$ cat config.mk
export PLATFORM = sky130hd
export DESIGN_NAME = soqpsk_rom_sequencer
export DESIGN_NICKNAME = d
export VERILOG_FILES = /design/src/rtl/soqpsk_rom_sequencer.sv
export SDC_FILE = /design/constraint.sdc
export NUM_CORES = 1
export LEC_CHECK = 0
export CAP_MARGIN = 15
export CORE_MARGIN = 10
export CORE_UTILIZATION = 62
export CTS_CLUSTER_DIAMETER = 30
export DETAILED_ROUTE_END_ITERATION = 16
export DONT_BUFFER_PORTS = 1
export GPL_TIMING_DRIVEN = 0
export PLACE_DENSITY = 0.78
export SLEW_MARGIN = 5
export SYNTH_ARGS = -nofsm -noshare
export SYNTH_HDL_FRONTEND = slang
export SYNTH_SLANG_ARGS = --single-unit
$ cat constraint.sdc
create_clock -name clock -period 1.95 [get_ports clock]
set_clock_uncertainty 0.05 [all_clocks]
set_input_delay 0.39 -clock clock [delete_from_list [all_inputs] [get_ports clock]]
set_output_delay 0.39 -clock clock [all_outputs]
set_load 0.1 [all_outputs]
$ cat src/rtl/soqpsk_rom_sequencer.sv
// Symbol-rate controller for the 512x14 SOQPSK waveform ROM.
// Accepts precoder bits, keeps a 3-bit symbol history plus symbol parity,
// and time-shares the single ROM port between I and Q reads for each of the
// 16 samples of a symbol, delivering registered I/Q pairs downstream.
//
// Handshakes (both directions): a transfer happens on a rising clock edge
// where valid and ready are both high. Input side: sym_valid may wait on
// sym_ready and is not required to be held. Output side: once out_valid is
// high, i_out/q_out/out_valid stay unchanged until the edge where out_ready
// is also high.
module soqpsk_rom_sequencer (
  input  logic        clock,
  input  logic        reset_n,
  input  logic        enable,
  input  logic        sym_valid,
  input  logic        sym_bit,
  output logic        sym_ready,
  output logic [8:0]  rom_address,
  input  logic [13:0] rom_q,
  output logic [13:0] i_out,
  output logic [13:0] q_out,
  output logic        out_valid,
  input  logic        out_ready,
  output logic        busy,
  output logic        underrun,
  output logic [2:0]  state_dbg
);

  typedef enum logic [2:0] {
    IDLE = 3'd0,
    RD_I = 3'd1,
    RD_Q = 3'd2,
    CAP  = 3'd3,
    WAIT = 3'd4
  } state_t;

  state_t      state;
  state_t      state_nxt;
  logic [2:0]  hist;
  logic        par;
  logic        cur_par;
  logic [3:0]  sample;
  logic [13:0] i_hold;

  logic        last_sample;
  logic        pair_taken;
  logic        accept;

  assign last_sample = (sample == 4'd15);
  assign pair_taken  = (state == WAIT) && out_ready;
  // New symbols are taken only from IDLE or on the final pair's handshake,
  // which gives back-to-back symbols with no gap.
  assign sym_ready   = enable && ((state == IDLE) || (pair_taken && last_sample));
  assign accept      = sym_valid && sym_ready;
  // Symbol ends while enabled but the source has nothing ready.
  assign underrun    = pair_taken && last_sample && enable && !sym_valid;
  assign busy        = (state != IDLE);
  assign state_dbg   = state;

  // State register.
  always_ff @(posedge clock or negedge reset_n) begin
    if (!reset_n) state <= IDLE;
    else          state <= state_nxt;
  end

  // Next-state logic: fixed RD_I -> RD_Q -> CAP -> WAIT walk per sample.
  always_comb begin
    state_nxt = state;
    case (state)
      IDLE: if (accept) state_nxt = RD_I;
      RD_I: state_nxt = RD_Q;
      RD_Q: state_nxt = CAP;
      CAP:  state_nxt = WAIT;
      WAIT: begin
        if (out_ready) begin
          if (!last_sample || accept) state_nxt = RD_I;
          else                        state_nxt = IDLE;
        end
      end
      default: state_nxt = IDLE;
    endcase
  end

  // Datapath: symbol history, parity, sample counter, ROM address, output pair.
  always_ff @(posedge clock or negedge reset_n) begin
    if (!reset_n) begin
      hist        <= 3'd0;
      par         <= 1'b0;
      cur_par     <= 1'b0;
      sample      <= 4'd0;
      rom_address <= 9'd0;
      i_hold      <= 14'd0;
      i_out       <= 14'd0;
      q_out       <= 14'd0;
      out_valid   <= 1'b0;
    end else if (accept) begin
      // hist[2] is the newest bit; the address uses the parity before toggling.
      hist        <= {sym_bit, hist[2:1]};
      cur_par     <= par;
      par         <= ~par;
      sample      <= 4'd0;
      rom_address <= {sym_bit, hist[2:1], par, 1'b0, 4'd0};
      out_valid   <= 1'b0;
    end else begin
      case (state)
        RD_I: rom_address[4] <= 1'b1;          // switch to the Q channel
        RD_Q: i_hold <= rom_q;                 // I word from the previous read
        CAP: begin
          i_out     <= i_hold;
          q_out     <= rom_q;                  // Q word arrives now
          out_valid <= 1'b1;
        end
        WAIT: begin
          if (out_ready) begin
            out_valid <= 1'b0;
            if (!last_sample) begin
              sample      <= sample + 4'd1;
              rom_address <= {hist, cur_par, 1'b0, sample + 4'd1};
            end
          end
        end
        default: ;
      endcase
    end
  end

endmodule

==> results of run 1 <==
## cell type report
type,count,area (µm²)
buffer,10,105.1
clock buffer,11,131.4
clock inverter,5,53.80
fill,199,743.2
inverter,3,15.01
multi-input combinational,106,1057
sequential,60,1523
tap,50,62.56
timing repair buffer,20,251.5
## synth_stat cells, types with 2 or more instances
| master | count |
|---|---|
| dfrtp_1 | 60 |
| mux2_2 | 32 |
| mux2_1 | 10 |
| nand2_1 | 9 |
| o21ai_1 | 7 |
| o21ai_0 | 6 |
| buf_2 | 5 |
| nor2_1 | 5 |
| a2bb2oi_2 | 4 |
| o22a_1 | 4 |
| a21oi_1 | 3 |
| inv_1 | 3 |
| nand3_1 | 3 |
| nor2b_1 | 3 |
| buf_4 | 2 |
| buf_6 | 2 |
| mux2i_1 | 2 |
| nor3_1 | 2 |
## state kept, by name, indices dropped and copies added (netlist names)
signal       cells
i_hold          14
i_out           14
q_out           14
rom_address      9
hist             3
state_dbg        3
cur_par          1
out_valid        1
par              1
## layer usage
layer	vias to the layer above	track usage	share of wire
met4	0	0.1005	0.029
met2	71	0.2732	0.50
li1	701	-	-
met5	-	0	0
met1	798	0.1829	0.36
met3	16	0.08984	0.11
## repair_timing
item                                    CTS  global route
pin swaps                                 8             2
resized for setup                        37            13
gates cloned                              1             0
endpoints found under the setup margin   36            47
hold buffers                              2             0
setup buffers                            15             2
endpoints found under the hold margin    60             0
## logic make-up (layout without fill, tap and decap cells)
kind of cell	count (synthesis)	count (layout)
flops	60	60
buf+inv	13	49
xor+xnor	2	2
simple gates	31	31
fa+ha+maj	1	1
mux	44	44
compound gates	28	28
## per-stage QoR
step | util | cell area [µm²]
after floorplan | - | 2564
after global placement | 0.6661 | 2626
after detailed placement | 0.6699 | 2641
after CTS | 0.8007 | 3157
after global routing | 0.8115 | 3199
final | 0.8115 | 3199
## worst paths after layout
check	end	slack [ps]
max	sym_ready	-780
min	state_dbg[2]$_DFFE_PN0P_	110
max reg2reg	rom_address[7]$_DFFE_PN0P_	-650
min reg2reg	i_hold[12]$_DFFE_PN0P_	440
max in group asynchronous	state_dbg[0]$_DFFE_PN0P_	1070
min in group asynchronous	rom_address[0]$_DFFE_PN0P_	530
==> impl_metrics.env, run 1 <==
export IMPL_status="complete, but fails checks"
export IMPL_violations="negative setup slack"
export IMPL_hold_ws_ps=109.6
export IMPL_portBuffers=0
export IMPL_dp_hpwl_um=3766
export IMPL_synth_flop_cell="dfrtp_1"
export IMPL_post_place_ws_ps=-677.5
export IMPL_grt_pass1_wl_um=9632
export IMPL_mostFrequentLayoutCells="dfrtp_1, mux2_2, buf_6"
export IMPL_final_common_cell="dfrtp_1"
export IMPL_routedWlPerCell_um=22.22
export IMPL_yosysWarnings=0
export IMPL_placed_cells=230
export IMPL_die_h_um=83.45
export IMPL_die_w_um=83.45
export IMPL_critical_path_arrival_ps=2290
export IMPL_cp_max_fo=2
export IMPL_cp_cell_sequence="buf_6 -> and4bb_1 -> buf_6 -> a41oi_4 -> buf_6 -> nor2b_4"
export IMPL_worstMarginPinSlew_ps=950.7
export IMPL_synth_cell_type_count=35
export IMPL_hp_class="input port to register"
export IMPL_whs_path_depth=1
export IMPL_grt_pass1_vias=1809
export IMPL_cp_slowest_cell="dfrtp_4"
export IMPL_hold_viol=0
export IMPL_drc=0
export IMPL_rsz0062_at_grt="true"
export IMPL_numCtsBuffers=9
export IMPL_critical_path_top_delay_family="simple AND/OR/NAND/NOR gates"
export IMPL_critPathLaunchType="register"
export IMPL_syn_inst=179
export IMPL_synthAdderAreaFrac=0.005013
export IMPL_ys_seq_elements=60
export IMPL_critPathKind="register to output port"
export IMPL_htree_levels=3
export IMPL_path_clk_slew_ps=70
export IMPL_max_clock_freq_mhz=366.6
export IMPL_core_area_mm2=0.003943
export IMPL_setup_tns_ps=-8436
export IMPL_relSlewSlack=0.3662
export IMPL_stdcell_count=265
export IMPL_syn_area_per_cell_um2=13.94
export IMPL_crit_required_ps=1510
export IMPL_grt_remaining_overflow=0
export IMPL_fin_crit_sh=1.399
export IMPL_synth_compound_area_share=0.09073
export IMPL_initial_core_util=0.6331
export IMPL_drt_iter0_drc=115
export IMPL_row_count=23
export IMPL_setup_viol=28
export IMPL_ys_top_cells_by_area="dfrtp_1, mux2_2, mux2_1"
export IMPL_cpPeakStageDelay_ps=620
export IMPL_startpoint="state_dbg[0]$_DFFE_PN0P_"
export IMPL_post_route_min_period_ps=2728
export IMPL_totalWireLength_um=5887
export IMPL_rr_startpoint="state_dbg[0]$_DFFE_PN0P_"
export IMPL_ff2ff_path_depth=9
export IMPL_grt_max_degree=61
export IMPL_synth_async_reset_ratio=1.000
export IMPL_clock_path_buffers=2
export IMPL_dr_total_vias=1586
export IMPL_syn_nets=200
export IMPL_synth_top_area_frac=0.6015
export IMPL_synth_edff_count=0
export IMPL_clockRootBuffer="clkbuf_8"
export IMPL_maxCapViolations=0
export IMPL_grt_usage=0.1737
export IMPL_clkSinkCount=60
export IMPL_synthSimpleGateAreaFrac=0.06717
export IMPL_syn_area_mm2=0.002496
export IMPL_area_growth_syn_to_layout_pct=28.17
export IMPL_synth_mux_area_frac=0.1975
export IMPL_antennaDiodeCount=0
export IMPL_antenna_found_initial=0
export IMPL_cts_tree="done"
export IMPL_cp_buffers_inverters=3
export IMPL_gp_congestion=0.7647
export IMPL_path_common_cell="buf_6"
export IMPL_pin_count=64
export IMPL_slew_viol_final=0
export IMPL_postRouteAntennaNets=0
export IMPL_worst_slack_ps=-777.7
export IMPL_crit_path_end_kind="output port"
export IMPL_min_delay_start="out_ready"
export IMPL_synth_largest_area_cell="dfrtp_1"
export IMPL_crit_cells=6
export IMPL_drive_gt1_frac=0.5116
export IMPL_first_pass_iters=4
export IMPL_synth_xor_xnor_area_share=0.007018
export IMPL_nNetsFinal=231
export IMPL_ys_seq_area_frac=0.6015
export IMPL_insertion_delay_ps=330
export IMPL_viasPerCell=5.985
export IMPL_dieArea_mm2=0.006964
export IMPL_synth_top_family_by_area="multiplexers"
Power of run 1 is not shown: default switching activity piles up to over one toggle a cycle in this logic, so the estimate is an artifact.
==> run 2, diff against run 1 <==
--- a/config.mk
+++ b/config.mk
@@ -13,6 +13,7 @@
 export DONT_BUFFER_PORTS = 1
 export GPL_TIMING_DRIVEN = 0
 export PLACE_DENSITY = 0.78
+export SKIP_CTS_REPAIR_TIMING = 1
 export SLEW_MARGIN = 5
 export SYNTH_ARGS = -nofsm -noshare
 export SYNTH_HDL_FRONTEND = slang
==> run 2 against run 1 <==
Net effect: the flow still finishes with violations (negative setup slack); cell count down 2.3%; wire length shrank 4.9%; global-route usage is 2.4 points lower; first-iteration DRC count down 18%; maximum frequency is 4.2% lower; critical path depth increased by 5; worst hold slack improved by 25 ps; via count decreased by 1.4%; clock-buffer cell count stayed put; utilization is 3.8 points lower; sequential cell count is the same; highest routed layer unchanged.
==> impl_metrics.env, run 2 (same netlist as run 1, synthesis figures left out) <==
export IMPL_portBuffers=0
export IMPL_final_common_cell="dfrtp_1"
export IMPL_routedWlPerCell_um=21.62
export IMPL_antennaDiodeCount=0
export IMPL_cp_slowest_cell="dfrtp_4"
export IMPL_first_pass_iters=4
export IMPL_pin_count=64
export IMPL_critPathKind="register to register"
export IMPL_cpPeakStageDelay_ps=620
export IMPL_totalWireLength_um=5600
export IMPL_dieArea_mm2=0.006964
export IMPL_clock_path_buffers=2
export IMPL_drc=0
export IMPL_violations="negative setup slack"
export IMPL_die_w_um=83.45
export IMPL_post_route_min_period_ps=2848
export IMPL_grt_max_degree=61
export IMPL_fin_crit_sh=1.460
export IMPL_htree_levels=3
export IMPL_slew_viol_final=0
export IMPL_drive_gt1_frac=0.4641
export IMPL_status="complete, but fails checks"
export IMPL_worstMarginPinSlew_ps=949.9
export IMPL_dp_hpwl_um=3766
export IMPL_drt_iter0_drc=94
export IMPL_max_clock_freq_mhz=351.1
export IMPL_cts_tree="done"
export IMPL_crit_required_ps=2150
export IMPL_reg_largest_list="i_hold x14, i_out x14, q_out x14"
export IMPL_dr_total_vias=1564
export IMPL_relSlewSlack=0.3668
export IMPL_mostFrequentLayoutCells="dfrtp_1, mux2_2, buf_4, mux2_1"
export IMPL_crit_path_end_kind="register"
export IMPL_setup_tns_ps=-10780
export IMPL_numCtsBuffers=9
export IMPL_grt_usage=0.1496
export IMPL_hold_ws_ps=134.6
export IMPL_clockRootBuffer="clkbuf_8"
export IMPL_rsz0062_at_grt="true"
export IMPL_antenna_found_initial=0
export IMPL_viasPerCell=6.039
export IMPL_insertion_delay_ps=330
export IMPL_area_growth_syn_to_layout_pct=22.16
export IMPL_die_h_um=83.45
export IMPL_grt_pass1_vias=1546
export IMPL_path_clk_slew_ps=70
export IMPL_cp_max_fo=7
export IMPL_postRouteAntennaNets=0
export IMPL_nFillCells=235
export IMPL_row_count=23
export IMPL_setup_viol=28
export IMPL_grt_pass1_wl_um=8266
export IMPL_worst_slack_ps=-897.9
export IMPL_hold_viol=0
export IMPL_nNetsFinal=225
export IMPL_hp_class="input port to register"
export IMPL_grt_remaining_overflow=0
export IMPL_gp_congestion=0.7647
export IMPL_maxCapViolations=0
export IMPL_cp_cell_sequence="buf_6 -> buf_4 -> buf_6 -> nor3_4 -> buf_4 -> buf_6 -> clkinvlp_4 -> nor2_4 -> or2_1 -> buf_6 -> a2bb2oi_2"
export IMPL_core_area_mm2=0.003943
export IMPL_clkSinkCount=60
export IMPL_critical_path_arrival_ps=3050
export IMPL_initial_core_util=0.6331
export IMPL_path_common_cell="buf_6"
export IMPL_critPathLaunchType="register"
-- run 2: cell type report --
class	count	area (µm²)	area share
sequential	60	1523	0.4994
multi-input combinational	106	1032	0.3385
timing repair buffer	14	142.6	0.04678
clock buffer	11	131.4	0.04309
buffer	10	88.84	0.02913
tap	50	62.56	0.02052
clock inverter	5	53.80	0.01764
inverter	3	15.01	0.004924
-- run 2: stage by stage --
step / instance area [µm²] / utilization / std cells / setup WS (ps)
3_3_place_gp: 2626 / 0.6661 / 229 / -841.6
3_5_place_dp: 2641 / 0.6699 / 230 / -677.5
4_1_cts: 2826 / 0.7169 / 246 / -966.6
2_1_floorplan: 2564 / - / 179 / -788.9
5_1_grt: 3049 / 0.7734 / 259 / -927.9
6_report: 3049 / 0.7734 / 259 / -897.9
-- run 2: per-layer routing --
layer	global-route usage	vias to the layer above	wire (µm)
met3	0.08496	14	610
met2	0.2331	62	2761
li1	-	692	-
met5	0	-	0
met4	0.07306	0	141
met1	0.1598	796	2086
-- run 2: final timing paths --
check                                    startpoint                         end  slack [ps]  cells past startpoint
max in group asynchronous                   reset_n    state_dbg[0]$_DFFE_PN0P_        1060                      2
min                                       out_ready    state_dbg[2]$_DFFE_PN0P_         130                      1
max                        state_dbg[0]$_DFFE_PN0P_  rom_address[7]$_DFFE_PN0P_        -900                     11
min in group asynchronous                   reset_n  rom_address[4]$_DFFE_PN0P_         530                      2
min reg2reg                         par$_DFFE_PN0P_             par$_DFFE_PN0P_         420                      1
max reg2reg                state_dbg[0]$_DFFE_PN0P_  rom_address[7]$_DFFE_PN0P_        -900                     11
-- run 2: critical path: cells and delay by family (launching register included) --
kind                   cells  cell delay (ps)
DFF                        1              620
AOI/OAI and AO/OA          1              160
and+or+nand+nor            3              650
buffers and inverters      7             1290
Power of run 2 is left out for the same reason.
==> run 3, diff against run 2 <==
==> constraint.sdc (replaced) <==
create_clock -name clock -period 1.95 [get_ports clock]
set_clock_uncertainty 0.05 [all_clocks]
set_input_delay 0.2925 -clock clock [delete_from_list [all_inputs] [get_ports clock]]
set_output_delay 0.2925 -clock clock [all_outputs]
set_load 0.1 [all_outputs]
==> run 3 against run 2 <==
Net effect: the flow still finishes with violations (negative setup slack); worst hold slack worse by 100 ps; sequential share of layout area up 0.88 points; cell count down 1.5%; sequential cell count unchanged; global-route usage unchanged; first-iteration DRC count down 35%; register-to-register slack improved by 250 ps; wire length fell by 2.2%; critical path type is now register to output port.
==> impl_metrics.env, run 3 (same netlist as run 1, synthesis figures left out) <==
export IMPL_status="complete, but fails checks"
export IMPL_violations="negative setup slack"
export IMPL_crit_path_end_kind="output port"
export IMPL_nNetsFinal=221
export IMPL_grt_pass1_vias=1546
export IMPL_gp_congestion=0.7647
export IMPL_dieArea_mm2=0.006964
export IMPL_clkSinkCount=60
export IMPL_postRouteAntennaNets=0
export IMPL_clock_path_buffers=2
export IMPL_busiest_layer="met2"
export IMPL_slew_viol_final=0
export IMPL_numCtsBuffers=9
export IMPL_critPathKind="register to output port"
export IMPL_post_route_min_period_ps=2701
export IMPL_viasPerCell=5.980
export IMPL_grt_use_met1=0.1598
export IMPL_hp_class="input port to register"
export IMPL_path_clk_slew_ps=70
export IMPL_grt_usage=0.1496
export IMPL_drc=0
export IMPL_portBuffers=0
export IMPL_worst_slack_ps=-751.0
export IMPL_rsz0062_at_grt="true"
export IMPL_antenna_found_initial=0
export IMPL_hold_viol=0
export IMPL_relSlewSlack=0.3693
export IMPL_final_common_cell="dfrtp_1"
export IMPL_fin_crit_sh=1.385
export IMPL_cp_max_fo=6
export IMPL_antennaDiodeCount=0
export IMPL_crit_required_ps=1610
export IMPL_row_count=23
export IMPL_drt_iter0_drc=61
export IMPL_nFillCells=239
export IMPL_totalWireLength_um=5477
export IMPL_grt_remaining_overflow=0
export IMPL_insertion_delay_ps=330
export IMPL_setup_viol=27
export IMPL_die_w_um=83.45
export IMPL_mostFrequentLayoutCells="dfrtp_1, mux2_2, mux2_1"
export IMPL_dr_total_vias=1525
export IMPL_worstMarginPinSlew_ps=946.0
export IMPL_core_area_mm2=0.003943
export IMPL_grtUsageMet3=0.08496
export IMPL_cts_tree="done"
export IMPL_grt_pass1_wl_um=8266
export IMPL_die_h_um=83.45
export IMPL_stdcell_count=255
export IMPL_placed_cells=230
export IMPL_reg_largest_list="i_hold x14, i_out x14, q_out x14"
export IMPL_finalInstanceArea_mm2=0.002997
export IMPL_routedWlPerCell_um=21.48
export IMPL_first_pass_iters=4
export IMPL_hold_ws_ps=33.64
export IMPL_critical_path_arrival_ps=2360
export IMPL_grt_max_degree=61
export IMPL_postPlaceCellArea_mm2=0.002641
export IMPL_initial_core_util=0.6331
export IMPL_clockRootBuffer="clkbuf_8"
export IMPL_pin_count=64
export IMPL_area_growth_syn_to_layout_pct=20.05
export IMPL_use_met2=0.2331
export IMPL_htree_levels=3
export IMPL_max_clock_freq_mhz=370.2
export IMPL_maxCapViolations=0
export IMPL_critPathLaunchType="register"
export IMPL_dp_hpwl_um=3766
export IMPL_drive_gt1_frac=0.4537
-- run 3: through the flow --
stage                     utilization  setup TNS, ps  setup slack [ps]
after floorplan                     -          -4605            -691.4
after global placement         0.6661          -9668            -744.1
after detailed placement       0.6699         -10240            -677.5
after CTS                      0.7169         -11740            -869.1
after global routing           0.7601         -10260            -813.3
final                          0.7601          -8416            -751.0
-- run 3: critical path, stage by stage, from the launching register on --
cell and delay, ps:
dfrtp_4 620, buf_6 190, and4bb_1 260, buf_6 120, a41oi_4 150, buf_6 190, nor2b_4 500
-- run 3: worst paths after layout --
path                                          startpoint                          to  slack (ps)  depth (start not counted)
worst max-delay path            state_dbg[0]$_DFFE_PN0P_                   sym_ready        -750                          6
worst max register to register  state_dbg[0]$_DFFE_PN0P_  rom_address[7]$_DFFE_PN0P_        -650                          8
max in group asynchronous                        reset_n    state_dbg[0]$_DFFE_PN0P_        1150                          2
worst min-delay path                           out_ready    state_dbg[2]$_DFFE_PN0P_          30                          1
min in group asynchronous                        reset_n       i_out[13]$_DFFE_PN0P_         440                          2
worst min register to register           par$_DFFE_PN0P_             par$_DFFE_PN0P_         420                          1
-- run 3: final cells by class --
class / instances / area [µm²] / share of cell area
sequential: 60 / 1523 / 0.5081
tap: 50 / 62.56 / 0.02088
clock buffer: 11 / 131.4 / 0.04384
multi-input combinational: 106 / 1017 / 0.3395
clock inverter: 5 / 53.80 / 0.01795
timing repair buffer: 10 / 105.1 / 0.03507
buffer: 10 / 88.84 / 0.02965
inverter: 3 / 15.01 / 0.005010
-- run 3: layer usage --
layer | part of all wire | wire, µm | up-vias
met1 | 0.39 | 2139 | 779
met3 | 0.10 | 560 | 11
met2 | 0.49 | 2661 | 53
li1 | - | - | 682
met5 | 0 | 0 | -
met4 | 0.021 | 115 | 0
Power of run 3 is left out for the same reason.
